## config.mk

```make
export PLATFORM = sky130hd
export DESIGN_NAME = imem_load_arbiter
export DESIGN_NICKNAME = d
export VERILOG_FILES = /design/src/rtl/imem_load_arbiter.sv
export SDC_FILE = /design/constraint.sdc
export NUM_CORES = 1
export LEC_CHECK = 0
export CORE_ASPECT_RATIO = 1.5
export CORE_MARGIN = 4
export CORE_UTILIZATION = 27
export DETAILED_ROUTE_END_ITERATION = 10
export GPL_TIMING_DRIVEN = 1
export PLACE_DENSITY = 0.78
export SYNTH_ARGS = -nofsm -noshare
export SYNTH_HDL_FRONTEND = slang
export SYNTH_SLANG_ARGS = --single-unit
export TNS_END_PERCENT = 20
```

## constraint.sdc

```tcl
create_clock -name clk -period 2.05 [get_ports clk]
set_input_delay 0.615 -clock clk [delete_from_list [all_inputs] [get_ports clk]]
set_output_delay 0.615 -clock clk [all_outputs]
set_load 0.05 [all_outputs]
```

## src/rtl/imem_load_arbiter.sv

```systemverilog
// Instruction-memory port arbiter shared by the fetch stage and the host loader.
// It boot-loads the program while fetch is stalled, then redirects fetch to
// address 0. In run mode it slots host patch writes into fetch-stall cycles and
// forces a one-cycle fetch stall when a write has been refused for too long.
module imem_load_arbiter #(
    parameter int ADDR_W   = 10,
    parameter int DATA_W   = 32,
    parameter int MAX_WAIT = 4
) (
    input  logic              clk,
    input  logic              rst,
    input  logic              host_valid,
    output logic              host_ready,
    input  logic [ADDR_W-1:0] host_addr,
    input  logic [DATA_W-1:0] host_data,
    input  logic              host_last,
    input  logic              fetch_stall_in,
    input  logic [ADDR_W-1:0] fetch_addr,
    output logic              mem_we,
    output logic [ADDR_W-1:0] mem_addr,
    output logic [DATA_W-1:0] mem_din,
    output logic              stall_fetch,
    output logic              redirect,
    output logic [31:0]       redirect_addr,
    output logic              running,
    output logic [ADDR_W:0]   load_count
);

    typedef enum logic [1:0] {BOOT, FLUSH, RUN} state_t;

    localparam logic [3:0]    WAIT_MAX = 4'(MAX_WAIT);
    localparam logic [ADDR_W:0] CNT_MAX = {1'b1, {ADDR_W{1'b0}}};

    state_t            state_q, state_d;
    logic [3:0]        wait_q, wait_d;
    logic [ADDR_W:0]   cnt_q, cnt_d;
    logic              grant;

    // State, refusal counter and boot word counter; reset returns to BOOT.
    always_ff @(posedge clk or negedge rst) begin
        if (!rst) begin
            state_q <= BOOT;
            wait_q  <= '0;
            cnt_q   <= '0;
        end else begin
            state_q <= state_d;
            wait_q  <= wait_d;
            cnt_q   <= cnt_d;
        end
    end

    // Next state plus all port-facing controls, decoded from state and live inputs.
    always_comb begin
        state_d     = state_q;
        wait_d      = '0;
        cnt_d       = cnt_q;
        grant       = 1'b0;
        host_ready  = 1'b0;
        mem_we      = 1'b0;
        mem_addr    = fetch_addr;
        stall_fetch = 1'b0;
        redirect    = 1'b0;
        running     = 1'b0;
        case (state_q)
            BOOT: begin
                host_ready  = 1'b1;
                stall_fetch = 1'b1;
                mem_addr    = host_addr;
                mem_we      = host_valid;
                if (host_valid) begin
                    if (cnt_q != CNT_MAX) cnt_d = cnt_q + 1'b1;
                    if (host_last) state_d = FLUSH;
                end
            end
            FLUSH: begin
                // PC loads the redirect target on the first unstalled cycle.
                redirect = 1'b1;
                if (!fetch_stall_in) state_d = RUN;
            end
            RUN: begin
                running    = 1'b1;
                grant      = fetch_stall_in | (wait_q == WAIT_MAX);
                host_ready = grant;
                if (host_valid && grant) begin
                    mem_we      = 1'b1;
                    mem_addr    = host_addr;
                    // Only a forced grant steals a cycle from fetch.
                    stall_fetch = !fetch_stall_in;
                end else if (host_valid) begin
                    wait_d = (wait_q == WAIT_MAX) ? wait_q : wait_q + 1'b1;
                end
            end
            default: state_d = BOOT;
        endcase
    end

    assign mem_din       = host_data;
    assign redirect_addr = '0;
    assign load_count    = cnt_q;

endmodule

```

Word-level counts from Yosys, hierarchy flattened
Cells that the tools add are included.
- input port bits: 57
- register bits after elaboration: 17
- word-level logic and storage cells: 37
- reduce and logical (&&, ||, !) cells: 5
- equal/unequal tests: 8
- mux-type cells: 17
- add/sub/neg operators: 2
- bitwise logic cells: 2
- operators by type and width (kind ; count):
    $pmux 10 s2 ; 1
    $mux 4 ; 4
    $add 11x1->11 const B ; 1
    $ne 11x11->1 const B ; 1
    $mux 10 ; 1
    $mux 2 ; 3
    $ne 2x2->1 const B ; 3
    $pmux 1 s2 ; 3
    $pmux 2 s3 ; 1
    $add 4x1->4 const B ; 1
    $eq 4x3->1 const B ; 1
    $mux 1 ; 4
    $ne 4x4->1 const B ; 1
    $reduce_and 4->1 ; 1
    $reduce_and 3->1 ; 1
    $eq 2x1->1 const B ; 1
    $eq 2x2->1 const B ; 1
    $logic_not 2->1 ; 1
    $logic_and 1x1->1 ; 1
    $logic_not 1->1 ; 1
    $not 1->1 ; 1
    $or 1x1->1 ; 1

Logic depth before layout (Yosys ltp)
Gate-level depths: netlist (run 1).
- depth after elaboration: 5
- mapped depth: 6
- depth with buffers taken out: 6

Least setup slack after synthesis (run 1)
Ideal clock, no wire load.
- kind: flip-flop to output port
- from: reg wait_q[0]
- to: out mem_addr[0]
- path slack: -0.192 ns
- arrival: 1.627 ns
- cell stages (with the launch flop): 7
- data required time: 1.435 ns
- cell sequence: dfrtp_1 -> inv_1 -> ha_1 -> and3b_1 -> o21ai_1 -> a21oi_4 -> mux2_2
- word-level cells in the longest chain between the ends: 5
- RTL lines (what ; line ; text):
    start: declaration ; 35 ; logic [3:0] wait_q, wait_d;
    start signal: assignment ; 47 ; wait_q <= wait_d;
    $eq 4x3->1 ; 82 ; grant = fetch_stall_in | (wait_q == WAIT_MAX);
    $or 1x1->1 ; 82 ;
    $logic_and 1x1->1 ; 84 ; if (host_valid && grant) begin
    $mux 10 ; 84 ;
    $pmux 10 s2 ; 64 ; case (state_q)
    end: declaration ; 20 ; output logic [ADDR_W-1:0] mem_addr,
No other way between the ends.

Final worst setup path (run 1)
- from: reg wait_q[1]
- to: out mem_addr[2]
Same word-level chain as after synthesis.

==> results of run 1 <==
[final timing paths]
path,cells past startpoint,start,slack [ns],to
worst max-delay path,8,wait_q[1],-0.48,mem_addr[2]
worst min-delay path,1,load_count[6],0.53,load_count[6]
worst max register to register,9,wait_q[1],0.33,wait_q[3]
worst min register to register,1,load_count[6],0.53,load_count[6]
max in group asynchronous,2,rst,1.17,wait_q[3]
min in group asynchronous,2,rst,0.69,load_count[8]
[final cells by class]
type                       count  area, um^2
tap                           68        85.1
inverter                       7        26.3
clock buffer                   4        45.0
multi-input combinational    100         693
timing repair buffer          66         677
sequential                    17         425
fill                         520        3250
[Yosys cell counts (2+ instances only)]
library cell and n:
a21oi_1 4, buf_4 64, dfrtp_1 17, ha_1 4, inv_1 7, mux2_2 10, nand2_1 5, nand3_1 8
nor2_1 8, nor2b_1 3, nor4_1 2, xnor2_1 10, xor2_1 2
[layer usage]
metal / vias to the layer above / global-route usage [%] / routed length, um
met5: - / 0 / 0
met4: 0 / 7.96 / 199
met3: 26 / 1.96 / 476
met2: 81 / 17.9 / 1690
met1: 468 / 8.17 / 1040
li1: 483 / - / -
[registers in the layout, indices dropped and copies added (netlist names)]
name / count
wait_q: 4
load_count: 11
state_q: 2
[power groups by stage]
stage / registers, mW / logic [mW] / clock network [mW]
after floorplan: 0.744 / 1.19 / 0
after global placement: 0.548 / 1.76 / 0
after detailed placement: 0.546 / 1.78 / 0
after CTS: 0.543 / 2.01 / 0.261
after global routing: 0.564 / 1.99 / 0.275
final: 0.548 / 1.89 / 0.249
[worst max-delay path, stage by stage (launching register included)]
cell and delay [ns]:
dfrtp_1 0.38, inv_1 0.06, ha_2 0.15, and3b_2 0.19, o21ai_2 0.07, a21oi_4 0.17, buf_6 0.16, mux2_4 0.31
buf_8 0.15
[cell families after synthesis]
logic type,count (synthesis),share of synthesized area (%)
adder cells (fa/ha/maj),4,3.42
multiplexers,10,7.69
flip-flops,17,29.1
AO/OA/AOI/OAI,9,4.79
AND/OR/NAND/NOR,33,11.9
XOR/XNOR,12,7.18
buffers and inverters,73,35.7
other,1,0.256
[timing repair]
item / 4_1_cts / 5_1_grt
setup buffers: 3 / 0
resized for setup: 22 / 0
pin swaps: 5 / 3
setup endpoints to repair: 13 / 13
cloned: 1 / 0
==> summary.md, run 1 <==
| Metric | Value |
|---|---|
| Run status | `finished with violations` |
| Failing checks | `setup timing` |
| Initial Util | `28.1%` |
| Count of cell types in the netlist | `28` |
| First-pass GRT wire length | `4920 um` |
| Clock Power Share | `9.3%` |
| Total Wirelength | `3410 um` |
| Placer Congestion | `0.739` |
| Fmax | `between 300 and 400 MHz` |
| Vias/cell | `between 4 and 5` |
| Internal | `~1.3 mW` |
| Number of diodes | `0` |
| Setup_tns | `-5.36 ns` |
| Top cells by area, synth | `buf_4, dfrtp_1, mux2_2, xnor2_1, ha_1` |
| Fin Hold WS | `0.532 ns` |
| Pin count of the biggest net entering global routing | `18` |
| Count of final hold-check violations | `0` |
| Most frequent cells in the layout | `conb_1, buf_4, clkdlybuf4s50_1, dfrtp_1` |
| Unrepaired setup endpoints after global routing | `yes` |
| PnR Total Power | `2.68 mW` |
| Final Max Tran Viols | `0` |
| Num rows | `32` |
| Clock Sink Count | `17` |
| Post-layout min period | `2.53 ns` |
| Synthesized instance count | `between 150 and 200` |
| Die Height | `98.2 um` |
| Clk_lat worst skew | `0.25 ns` |
| Fin cells | `around 260` |
| GRT Residual Overflow | `0` |
| Clk pin slew, worst setup/hold paths | `0.07 ns` |
| CP startpoint kind | `register` |
| FF+latch count, synth | `17` |
| P_leak | `0.950 nW` |
| I/O Buffers | `50` |
| Yosys top cell area share | `32.8%` |
| Data arrival, critical path | `roughly 1.9 ns` |
| Clock skew | `about 0.00073 ns` |
| Top Ports | `147` |
| Drt pass-1 iters | `5` |
| Synth area leader | `buf_4` |
| Share of layout cells above drive strength 1 | `33.0%` |
| Post-synth EDFFs | `0` |
| Vias in the first global route | `1113` |
| Ys flop type | `dfrtp_1` |
| Final core occ | `37.5%` |
| Dpl hpwl | `about 2700 um` |
| Post-synthesis sequential area ratio | `29.1%` |
| Post-DP Area | `around 1800 um^2` |
| Post-route ant nets | `0` |
| Drt drc | `0` |
| H-tree depth | `1` |
| Finished layout cell area | `1950 um^2` |
| Max Cap Viol | `0` |
| Initial antenna violation count | `0` |
| Syn avg cell area | `9.21 um^2` |
| Worst Path Required | `1.43 ns` |
| Switching Share | `50.7%` |
| Root buffer cell | `clkbuf_8` |
| Total track usage | `9.67%` |
| Tcrit/Tclk final | `123%` |
| Total number of vias | `approximately 1100` |
| Sw Pwr | `1.36 mW` |
| HP Class | `register to register` |
| # placed instances | `~260` |
| Max Root-Sink Buffers | `2` |
| Area growth, synth to finish | `33.3%` |
| DR WL/cell | `between 10 and 15 um` |
| Yosys warns | `0` |
| Setup ws final | `-0.476 ns` |
| DRT iter0 DRCs | `11` |
| CP Class | `register to primary output` |
| VDD IR max | `0.000787 V` |
| Nets | `256` |
| Part of the power in registers | `slightly above 20%` |
| Combinational Power Share | `70.3%` |
| Worst slack, placed | `-0.660 ns` |
| Full die area | `6690 um^2` |
| Most common cell after layout, fill and taps aside | `conb_1` |
| CTS Hold Buffers Added | `0` |
| Synth async-reset ratio | `between 90% and 100%` |
| CP Max Fanout | `5` |
| Mapped Area | `between 1000 and 1500 um^2` |
| Total clock buffers created by CTS | `3` |
| CTS tree | `built` |
| Setup Viol. Count Final | `13` |
| Die Wd | `68.1 um` |
| Core ar. | `roughly 5200 um^2` |
| Pwr per Cell Area | `1370 nW/um^2` |
| CP Capture Type | `primary output` |
Power figures use the tool's default switching activity.
==> inputs of run 2 (changes only) <==
--- a/config.mk
+++ b/config.mk
@@ -7,10 +7,10 @@
 export LEC_CHECK = 0
 export CORE_ASPECT_RATIO = 1.5
 export CORE_MARGIN = 4
-export CORE_UTILIZATION = 27
+export CORE_UTILIZATION = 30
 export DETAILED_ROUTE_END_ITERATION = 10
 export GPL_TIMING_DRIVEN = 1
-export PLACE_DENSITY = 0.78
+export PLACE_DENSITY = 0.82
 export SYNTH_ARGS = -nofsm -noshare
 export SYNTH_HDL_FRONTEND = slang
 export SYNTH_SLANG_ARGS = --single-unit
==> constraint.sdc (replaced) <==
create_clock -name clk -period 2.9 [get_ports clk]
set_input_delay 0.87 -clock clk [delete_from_list [all_inputs] [get_ports clk]]
set_output_delay 0.87 -clock clk [all_outputs]
set_load 0.05 [all_outputs]
==> run 2 against run 1 <==
Non-clock buffer count is 7 lower. Combinational power fell by 31%. Critical path type unchanged. Utilization up 3.9 points. The run now ends clean. Clock power is 30% lower. Count of clock-buffer cells in the layout did not move. Register-to-register slack better by 0.99 ns. Final area decreased by 2.1%. Sequential cell count unchanged. Sequential share of layout area grew 0.46 points.
==> summary.md, run 2 (synthesis gave the netlist of run 1 again) <==
| Metric | Value |
|---|---|
| Total number of vias | `1040` |
| CP Capture Type | `primary output` |
| Top Ports | `147` |
| Post-layout min period | `2.88 ns` |
| Clock skew | `0.00203 ns` |
| Clock Sink Count | `17` |
| DR WL/cell | `12.8 um` |
| Placer Congestion | `0.791` |
| Final Max Tran Viols | `0` |
| Num rows | `30` |
| Core ar. | `~4600 um^2` |
| Most frequent cells in the layout | `clkdlybuf4s50_1, conb_1, dfrtp_1` |
| Die Height | `93.6 um` |
| CTS tree | `built` |
| Total clock buffers created by CTS | `3` |
| VDD IR max | `between 0.0005 and 0.0006 V` |
| Vias in the first global route | `1089` |
| CP Max Fanout | `5` |
| Dpl hpwl | `2480 um` |
| Tcrit/Tclk final | `99.1%` |
| H-tree depth | `1` |
| Data arrival, critical path | `about 2 ns` |
| Area growth, synth to finish | `30.6%` |
| Max Cap Viol | `0` |
| Largest register FFs | `11` |
| Final core occ | `41.4%` |
| Slew Limit Headroom | `between 40% and 50%` |
| Worst slack, placed | `-0.285 ns` |
| Setup ws final | `0.0248 ns` |
| Share of layout cells above drive strength 1 | `24.1%` |
| Delay-heaviest family, CP | `buffers and inverters` |
| Measured slew at the worst slew-check pin | `0.749 ns` |
| Total Wirelength | `3220 um` |
| Setup Viol. Count Final | `0` |
| Number of diodes | `0` |
| CTS Hold Buffers Added | `0` |
| Clk_lat worst skew | `0.25 ns` |
| Reg2Reg Depth | `4` |
| Pin count of the biggest net entering global routing | `18` |
| CP max stage delay | `0.38 ns` |
| Fmax | `348 MHz` |
| Unrepaired setup endpoints after global routing | `yes` |
| Worst Path Required | `just over 2 ns` |
| Worst path bufs/invs | `4` |
| Total track usage | `10.2%` |
| Most common cell after layout, fill and taps aside | `clkdlybuf4s50_1` |
| HP Class | `register to register` |
| Run status | `complete, no violations` |
| Clk pin slew, worst setup/hold paths | `0.07 ns` |
| Drt pass-1 iters | `3` |
| Nets | `approximately 250` |
| Drt drc | `0` |
| Full die area | `6080 um^2` |
| Hold depth | `1` |
| Post-route ant nets | `0` |
| Root buffer cell | `clkbuf_8` |
| CP Depth | `9` |
| CP Class | `register to primary output` |
| Initial antenna violation count | `0` |
| I/O Buffers | `50` |
| CP startpoint kind | `register` |
| Initial Util | `31.7%` |
| P_leak | `0.900 nW` |
| Critical path cell sequence | `inv_1 > ha_2 > and3b_2 > o21ai_2 > a21oi_4 > buf_6 > buf_12 > mux2_4 > buf_8` |
| DRT iter0 DRCs | `25` |
| Max Root-Sink Buffers | `2` |
| Vias/cell | `about 4.1` |
| Pwr per Cell Area | `987 nW/um^2` |
| Slowest CP cell | `dfrtp_1` |
| First-pass GRT wire length | `4790 um` |
| Count of final hold-check violations | `0` |
| Die Wd | `between 60 and 70 um` |
| GRT Residual Overflow | `0` |
[run 2: changes by cell type in the layout (fill, tap and decap cells not counted), sizes merged]
| cell | change |
|---|---|
| dlygate4sd2 | -2 |
| clkdlybuf4s15 | +1 |
| clkdlybuf4s50 | +11 |
| buf | -18 |
| clkbuf | +1 |
[run 2: area by class of cell]
type | instances | area [um^2]
clock buffers | 4 | 45.0
fillers | 453 | 2710
inverters | 7 | 26.3
multi-input cells | 100 | 677
flip-flops and latches | 17 | 425
well taps | 64 | 80.1
repair buffers | 59 | 658
[run 2: worst reg2reg max path: stages, from the launching register on]
cell and delay, ns:
dfrtp_1 0.49, or3b_4 0.48, nor2_2 0.23, nand3_1 0.12, xnor2_1 0.14
[run 2: metal layers]
| metal | track usage (%) | vias up | part of all wire [%] |
|---|---|---|---|
| met5 | 0 | - | 0 |
| li1 | - | 470 | - |
| met4 | 7.61 | 0 | 5.4 |
| met2 | 18.2 | 74 | 50 |
| met1 | 9.29 | 468 | 32 |
| met3 | 3.73 | 28 | 13 |
[run 2: final timing paths]
kind | endpoint | slack, ns | start
setup / recovery | mem_addr[7] | 0.02 | wait_q[0]
min in group asynchronous | load_count[6] | 1.06 | rst
setup reg to reg | load_count[5] | 1.32 | state_q[1]
hold reg to reg | load_count[10] | 0.52 | load_count[10]
hold / removal | load_count[10] | 0.52 | load_count[10]
max in group asynchronous | wait_q[1] | 1.37 | rst
[run 2: report_power, final]
group	leakage (nW)	switching, mW	internal (mW)	total, mW
Combinational	0.653	0.775	0.539	1.31
Sequential	0.224	0.101	0.298	0.399
Clock	0.0228	0.0777	0.0973	0.175
Total	0.900	0.953	0.934	1.89
[run 2: what timing repair did]
| action | 4_1_cts | 5_1_grt |
|---|---|---|
| gates cloned | 1 | 0 |
| endpoints found under the setup margin | 10 | 10 |
| resized for setup | 31 | 10 |
| buffers inserted | 5 | 1 |
| pin swaps | 3 | 3 |
[run 2: through the flow]
step | std cells | total power [mW] | instance area, um^2 | TNS [ns] | hold slack, ns
after CTS | 251 | 1.92 | 1910 | -0.00338 | 0.522
after floorplan | 190 | 1.32 | 1580 | 0 | 0.454
final | 251 | 1.89 | 1910 | 0 | 0.517
after detailed placement | 241 | 1.56 | 1700 | -2.78 | 0.490
after global routing | 251 | 1.99 | 1910 | -0.190 | 0.547
after global placement | 241 | 1.54 | 1700 | -2.51 | 0.477
==> inputs of run 3 (changes only) <==
--- a/config.mk
+++ b/config.mk
@@ -9,6 +9,7 @@
 export CORE_MARGIN = 4
 export CORE_UTILIZATION = 30
 export DETAILED_ROUTE_END_ITERATION = 10
+export GPL_ROUTABILITY_DRIVEN = 0
 export GPL_TIMING_DRIVEN = 1
 export PLACE_DENSITY = 0.82
 export SYNTH_ARGS = -nofsm -noshare
==> results of run 3 <==
Final layout, timing and power as in run 2 (identical DEF).
